### config.mk
export PLATFORM = sky130hd
export DESIGN_NAME = parking_zone_ctrl
export DESIGN_NICKNAME = d
export VERILOG_FILES = /design/src/rtl/parking_zone_ctrl.sv
export SDC_FILE = /design/constraint.sdc
export NUM_CORES = 1
export LEC_CHECK = 0
export ABC_AREA = 1
export CAP_MARGIN = 5
export CORE_ASPECT_RATIO = 0.7
export CORE_MARGIN = 4
export CORE_UTILIZATION = 55
export DETAILED_ROUTE_END_ITERATION = 12
export DONT_BUFFER_PORTS = 1
export GPL_ROUTABILITY_DRIVEN = 0
export GPL_TIMING_DRIVEN = 0
export PLACE_DENSITY = 0.83
export SYNTH_ARGS = -nofsm -noshare
export SYNTH_HDL_FRONTEND = slang
export SYNTH_SLANG_ARGS = --single-unit
export TNS_END_PERCENT = 50
### constraint.sdc
create_clock -name clk -period 7.15 [get_ports clk]
set_input_delay 0 -clock clk [delete_from_list [all_inputs] [get_ports clk]]
set_output_delay 0 -clock clk [all_outputs]
set_load 0.01 [all_outputs]
### src/rtl/parking_zone_ctrl.sv
// Two-zone (university / public) parking controller with hour-of-day
// timekeeping and a scheduled afternoon capacity hand-over from the
// university zone to the public zone.
module parking_zone_ctrl #(
  parameter int CW             = 10,
  parameter int TICKS_PER_HOUR = 60,
  parameter int START_HOUR     = 8,
  parameter int TOTAL_CAP      = 700,
  parameter int UNI_CAP_INIT   = 500,
  parameter int UNI_CAP_MIN    = 200,
  parameter int SHIFT_STEP     = 50,
  parameter int SHIFT_HOUR_A   = 14,
  parameter int SHIFT_HOUR_B   = 15,
  parameter int RESTORE_HOUR   = 16
) (
  input  logic          clk,
  input  logic          rst_n,
  input  logic          car_entered,
  input  logic          is_uni_car_entered,
  input  logic          car_exited,
  input  logic          is_uni_car_exited,
  output logic [CW-1:0] uni_parked_car,
  output logic [CW-1:0] parked_car,
  output logic [CW-1:0] uni_capacity,
  output logic [CW-1:0] public_capacity,
  output logic [CW-1:0] uni_vacated_space,
  output logic [CW-1:0] vacated_space,
  output logic          uni_is_vacated_space,
  output logic          is_vacated_space,
  output logic [4:0]    hour,
  output logic          entry_accepted,
  output logic          exit_accepted,
  output logic          exit_error
);

  localparam int PW = (TICKS_PER_HOUR > 1) ? $clog2(TICKS_PER_HOUR) : 1;
  localparam logic [PW-1:0] PRESC_LAST = PW'(TICKS_PER_HOUR - 1);
  localparam logic [CW-1:0] TOT        = CW'(TOTAL_CAP);
  localparam logic [CW-1:0] UCAP0      = CW'(UNI_CAP_INIT);
  localparam logic [CW-1:0] UMIN       = CW'(UNI_CAP_MIN);
  localparam logic [CW-1:0] STEP       = CW'(SHIFT_STEP);
  localparam logic [4:0]    H_START    = 5'(START_HOUR);
  localparam logic [4:0]    H_A        = 5'(SHIFT_HOUR_A);
  localparam logic [4:0]    H_B        = 5'(SHIFT_HOUR_B);
  localparam logic [4:0]    H_RST      = 5'(RESTORE_HOUR);

  logic [PW-1:0] presc, presc_n;
  logic [4:0]    hour_n;
  logic          hour_tick;
  logic          uni_ent_ok, pub_ent_ok, uni_ex_ok, pub_ex_ok, ex_err;
  logic [CW-1:0] uni_cnt_n, pub_cnt_n, ucap_n, pcap_n;
  logic [CW-1:0] uvac_post, shift, u_rest;

  // Event arbitration on pre-cycle registered values, then hour/capacity update
  always_comb begin
    uni_ent_ok = car_entered &  is_uni_car_entered & uni_is_vacated_space;
    pub_ent_ok = car_entered & ~is_uni_car_entered & is_vacated_space;
    uni_ex_ok  = car_exited  &  is_uni_car_exited  & (uni_parked_car != '0);
    pub_ex_ok  = car_exited  & ~is_uni_car_exited  & (parked_car != '0);
    ex_err     = car_exited  & ~(uni_ex_ok | pub_ex_ok);

    uni_cnt_n  = uni_parked_car + CW'(uni_ent_ok) - CW'(uni_ex_ok);
    pub_cnt_n  = parked_car     + CW'(pub_ent_ok) - CW'(pub_ex_ok);

    hour_tick  = (presc == PRESC_LAST);
    presc_n    = hour_tick ? '0 : presc + 1'b1;
    hour_n     = !hour_tick ? hour : (hour == 5'd23) ? 5'd0 : hour + 5'd1;

    // Capacity actions use post-event counts so counts never exceed capacity
    ucap_n     = uni_capacity;
    pcap_n     = public_capacity;
    uvac_post  = uni_capacity - uni_cnt_n;
    shift      = (uvac_post < STEP) ? uvac_post : STEP;
    u_rest     = (uni_cnt_n > UMIN) ? uni_cnt_n : UMIN;
    if (TOT - u_rest < pub_cnt_n) u_rest = TOT - pub_cnt_n;

    if (hour_tick && (hour_n == H_A || hour_n == H_B)) begin
      ucap_n = uni_capacity - shift;
      pcap_n = public_capacity + shift;
    end else if (hour_tick && hour_n == H_RST) begin
      ucap_n = u_rest;
      pcap_n = TOT - u_rest;
    end
  end

  // State and output registers; vacated values derived from next-state so
  // they always match the registered counts/capacities
  always_ff @(posedge clk) begin
    if (!rst_n) begin
      presc                <= '0;
      hour                 <= H_START;
      uni_parked_car       <= '0;
      parked_car           <= '0;
      uni_capacity         <= UCAP0;
      public_capacity      <= TOT - UCAP0;
      uni_vacated_space    <= UCAP0;
      vacated_space        <= TOT - UCAP0;
      uni_is_vacated_space <= (UCAP0 != '0);
      is_vacated_space     <= (TOT - UCAP0 != '0);
      entry_accepted       <= 1'b0;
      exit_accepted        <= 1'b0;
      exit_error           <= 1'b0;
    end else begin
      presc                <= presc_n;
      hour                 <= hour_n;
      uni_parked_car       <= uni_cnt_n;
      parked_car           <= pub_cnt_n;
      uni_capacity         <= ucap_n;
      public_capacity      <= pcap_n;
      uni_vacated_space    <= ucap_n - uni_cnt_n;
      vacated_space        <= pcap_n - pub_cnt_n;
      uni_is_vacated_space <= (ucap_n != uni_cnt_n);
      is_vacated_space     <= (pcap_n != pub_cnt_n);
      entry_accepted       <= uni_ent_ok | pub_ent_ok;
      exit_accepted        <= uni_ex_ok | pub_ex_ok;
      exit_error           <= ex_err;
    end
  end

endmodule
## Word-level counts from Yosys, hierarchy flattened

Cells that the tools add are included.

| cells by class | value |
|---|---|
| $add $sub $neg | 14 |
| magnitude comparators | 3 |
| equality and inequality tests | 7 |
| mux-type cells | 9 |
| bitwise gates (word level) | 15 |
| reductions and logical operators | 6 |

Operators with widths:

| cell | count |
|---|---|
| $mux 10 | 7 |
| $sub 10x10->10 | 4 |
| $sub 10x10->10 const A | 3 |
| $add 10x1->10 | 2 |
| $ne 10x10->1 | 2 |
| $reduce_bool 10->1 | 2 |
| $sub 10x1->10 | 2 |
| $add 10x10->10 | 1 |
| $eq 5x4->1 const B | 2 |
| $eq 5x5->1 const B | 2 |
| $gt 10x8->1 const B | 1 |
| $lt 10x10->1 | 1 |
| $lt 10x6->1 const B | 1 |
| $mux 5 | 2 |
| $and 1x1->1 | 9 |
| $add 6x1->6 const B | 1 |
| $eq 6x6->1 const B | 1 |
| $add 5x1->5 const B | 1 |
| $not 1->1 | 4 |
| $logic_and 1x1->1 | 2 |
| $or 1x1->1 | 2 |
| $reduce_or 2->1 | 1 |
| $logic_or 1x1->1 | 1 |

| storage, ports and cells | value |
|---|---|
| register bits after elaboration | 76 |
| input port bits | 6 |
| output and inout bits | 70 |
| logic and storage cells | 67 |

## Depth between registers and ports, before layout

| logic depth | value |
|---|---|
| depth after elaboration | 13 |
| gate-level depth with buffers | 59 |
| mapped depth without buffers | 58 |

## Worst setup path after synthesis

No wires, ideal clock.

| timing path | value |
|---|---|
| kind | reg-to-reg |
| from | reg uni_parked_car[2] |
| to | reg vacated_space[9] |
| setup time | 113 ps |
| arrival | 7384 ps |
| required time | 7037 ps |
| setup slack | -347 ps |
| stages on the path, launching flop included | 58 |
| path buffers | 1 |
| cells stage by stage | dfxtp_1 inv_1 ha_1 nand2_1 nor3_1 nand3_1 nand3_1 inv_1 ha_1 inv_1 ha_1 inv_1 fa_1 inv_1 nor2_1 nand2_1 nand3_1 nand2_1 (+22 left out) ha_1 xor2_1 o21ai_0 o21ai_0 inv_1 ha_1 inv_1 o31ai_1 a21o_1 a21oi_1 nor2_1 nor2_1 o21bai_1 a21oi_1 o21bai_1 nand3_1 nand2_1 nor2_1 |

| between the ends | value |
|---|---|
| cells in the longest elaborated chain, start to end | 12 |
| elaborated cells on any way between the ends | 17 |
| classes of those cells | add/sub (7); order compare (3); mux (5); bitwise (1); reduce/logical (1) |

RTL lines:

| what | line | source |
|---|---|---|
| start, declared | 22 | `output logic [CW-1:0] uni_parked_car,` |
| start signal, assigned | 106 | `uni_parked_car <= uni_cnt_n;` |
| $reduce_bool 10->1 * | 58 | `uni_ex_ok = car_exited & is_uni_car_exited & (uni_parked_car != '0);` |
| $and 1x1->1 * | 58 |  |
| $sub 10x1->10 * | 62 | `uni_cnt_n = uni_parked_car + CW'(uni_ent_ok) - CW'(uni_ex_ok);` |
| via uni_cnt_n[1] | 51 | `logic [CW-1:0] uni_cnt_n, pub_cnt_n, ucap_n, pcap_n;` |
| $gt 10x8->1 | 74 | `u_rest = (uni_cnt_n > UMIN) ? uni_cnt_n : UMIN;` |
| $mux 10 | 74 |  |
| $sub 10x10->10 | 75 | `if (TOT - u_rest < pub_cnt_n) u_rest = TOT - pub_cnt_n;` |
| $lt 10x10->1 | 75 |  |
| $mux 10 | 75 |  |
| $sub 10x10->10 | 82 | `pcap_n = TOT - u_rest;` |
| $mux 10 | 80 | `end else if (hour_tick && hour_n == H_RST) begin` |
| $mux 10 * | 77 | `if (hour_tick && (hour_n == H_A \|\| hour_n == H_B)) begin` |
| via pcap_n[2] | 51 |  |
| $sub 10x10->10 * | 111 | `vacated_space <= pcap_n - pub_cnt_n;` |
| end signal, assigned | 97 | `vacated_space <= TOT - UCAP0;` |
| end signal, assigned | 111 |  |
| end, declared | 27 | `output logic [CW-1:0] vacated_space,` |

Mark *: on every way through the listed nets, which the timed path passes. The rest lies on a longest branch.
A chain may end at the register's enable or synchronous reset.

## Worst setup path in the final report

| timing path | value |
|---|---|
| from | reg uni_parked_car[9] |
| to | reg vacated_space[9] |

The elaborated chain is that of the path after synthesis.

==> results.yml <==
synthesis:
  ys_ff_latch: 76
  synth_edf_count: 0
  syn-cell-area_sq_mm: 0.00662
  async_reset_ff_share_pct: 0
  synth_cell_types: 50
  ys_top_cells_by_area: "dfxtp_1 23%, ha_1 16%, nand2_1 9.0%"
  synth_top_area_share_pct: 23.0
  syn_inst: 941
  yosysTopAreaCell: "dfxtp_1"
  ys_warn_count: 0
  avgSynthCellArea_sq_um: 7.03
  yosysSeqAreaShare_pct: 23.0
  ys.flop_type: "dfxtp_1"
sta:
  worst_pin_slew_ns: 0.951
  hold_slack_ns: 0.0410
  layout_setup_ws_ns: -0.418
  period_share_pct: 106
  hold_viol: 0
  slew_headroom_pct: 36.0
  finalSetupViolations: 9
  skew_ns: 0.00710
  slew_viol_final: 0
  rsz0062_at_grt: "yes"
  clock.fmax_mhz: 132
  fin_crit_ns: 7.57
die:
  num_rows: 33
  start_util_pct: 56.4
  die_area_sq_mm: 0.0139
  io_pins: 76
  die_h_um: 99.8
  die_x_um: 139
  coreArea_sq_mm: 0.0117
drt:
  first_pass_iters: 7
  drtIter0Drc: 776
  viasPerCell: 5.81
  wirelength_um: 20800
  ant_nets: 0
  wire_per_inst_um: 17.6
  num_vias: 6841
  remaining_drc_errors: 0
hold_path:
  worstHoldPathCells: 4
  hold_path.class: "primary input to register"
layout:
  multi_input_area_sq_mm: 0.00492
  final_layout_size_suffix_gt1_share_pct: 21.7
  post-route-util_pct: 69.1
  seqCellArea_sq_mm: 0.00154
  final_cell_mix: "148 x nand2_1, 123 x inv_1, 87 x nor2_1, 76 x ha_1, 71 x dfxtp_1"
  nets: 1115
  final_common_cell: "nand2_1"
  diodes: 0
  fill_cells: 888
  layout.cells.non_filler: 1178
  area_growth_syn_to_layout_pct: 22.4
setup_path:
  required_ns: 7.39
  crit_path_max_fanout: 5
  cp.arrival_ns: 7.81
  startpoint_type: "register"
  cp.depth: 56
  max_stage_delay_ns: 0.47
  worstRegToRegCells: 56
  cp-end-kind: "register"
  path_class: "register to register"
  slowest_stage: "fa_2"
  path_buf_inv: 11
  critPathTopFamily: "simple AND/OR/NAND/NOR gates"
place:
  io_buffers: 0
  dpl.cell_count: 1102
  dpl.hpwl_um: 14300
cts:
  clkTransAtPathRegs_ns: 0.06
  clockBufferDepth: 2
  cts_max_level: 3
  cts-root-buf: "clkbuf_16"
  insertion_delay_ns: 0.35
  cts_tree: "yes"
  cts_num_sinks: 76
  cts_buffers: 9
run_status:
  status: "finished with violations"
  violations: "setup timing"
global_routing:
  grt_pass1_wl_um: 31600
  grt_pass1_vias: 6321
  grt_max_degree: 14
  grt.overflow.total: 0
  track_usage_pct: 28.1
  grt_antenna_before_repair: 0
flow_run:
  maxCapViolations: 0
-- worst paths after layout --
| kind | start | to | slack, ns |
|---|---|---|---|
| worst max-delay path | uni_parked_car[9] | vacated_space[9] | -0.42 |
| worst min-delay path | is_uni_car_exited | exit_accepted | 0.04 |
| worst max register to register | uni_parked_car[9] | vacated_space[9] | -0.42 |
| worst min register to register | presc[0] | presc[0] | 0.46 |
-- final cells by class --
type | instances | area share (%)
Multi-Input combinational cell | 705 | 60.7
Clock inverter | 6 | 1.10
Inverter | 151 | 7.21
Clock buffer | 10 | 2.83
Buffer | 13 | 0.896
Tap cell | 157 | 2.42
Sequential cell | 76 | 19.0
Timing Repair Buffer | 60 | 5.87
-- registers in the layout, summed over array words and instances, names as in the netlist --
register and count:
hour 5, uni_capacity 10, exit_accepted 1, entry_accepted 1, uni_vacated_space 10, parked_car 10
uni_is_vacated_space 1, presc 6, exit_error 1, vacated_space 10, is_vacated_space 1, uni_parked_car 10
public_capacity 10
-- repair_timing --
action,in CTS,in global routing
gates resized for setup,42,72
setup buffers,31,24
pin swaps,29,32
hold buffers,7,0
endpoints found under the hold margin,5,0
endpoints found under the setup margin,15,15
-- worst register-to-register path: cells and delay by family (launching register included) --
| family | cells | cell delay, ns |
|---|---|---|
| compound gates | 13 | 2.07 |
| xor+xnor | 2 | 0.33 |
| fa+ha+maj | 8 | 1.86 |
| buf+inv | 11 | 0.72 |
| flops | 1 | 0.37 |
| simple gates | 22 | 2.09 |
-- cell families after synthesis --
logic type / count (synthesis) / synth area share [%]
and+or+nand+nor: 387 / 27.4
AOI/OAI and AO/OA: 170 / 14.9
buffers and inverters: 164 / 9.66
adders and majority gates: 93 / 18.4
DFF: 76 / 23.0
xor gates and xnor gates: 49 / 6.49
other: 2 / 0.113
-- cells in the mapped netlist (5+ instances only) --
library cell,number
a21oi_1,68
xor2_1,32
inv_2,9
nand2_4,14
nand2_1,158
nand3_1,54
nor2_1,95
o21ai_0,52
o21bai_1,11
nand2_2,16
dfxtp_1,76
o31ai_1,5
ha_1,86
o21ai_1,6
inv_1,141
nor4_1,6
fa_1,7
xnor2_1,17
a221oi_1,5
nor3_1,14
clkbuf_1,10
-- layer usage --
| layer | GRT usage, % | part of all wire [%] | vias up |
|---|---|---|---|
| li1 | - | - | 3219 |
| met1 | 38.4 | 41 | 3146 |
| met2 | 42.9 | 43 | 413 |
| met3 | 9.19 | 12 | 63 |
| met4 | 8.20 | 2.9 | 0 |
| met5 | 0 | 0 | - |
-- per-stage QoR --
stage / TNS [ns] / area (sq um) / setup slack (ns)
6_report: -1.66 / 8100 / -0.418
5_1_grt: -5.66 / 8100 / -0.728
4_1_cts: -0.0724 / 7670 / -0.0364
3_5_place_dp: -6.47 / 6890 / -1.01
3_3_place_gp: -5.58 / 6890 / -0.918
2_1_floorplan: 0 / 6700 / 0.0349
Power is not shown: default switching activity piles up to over one toggle a cycle in this logic, so the estimate is an artifact.
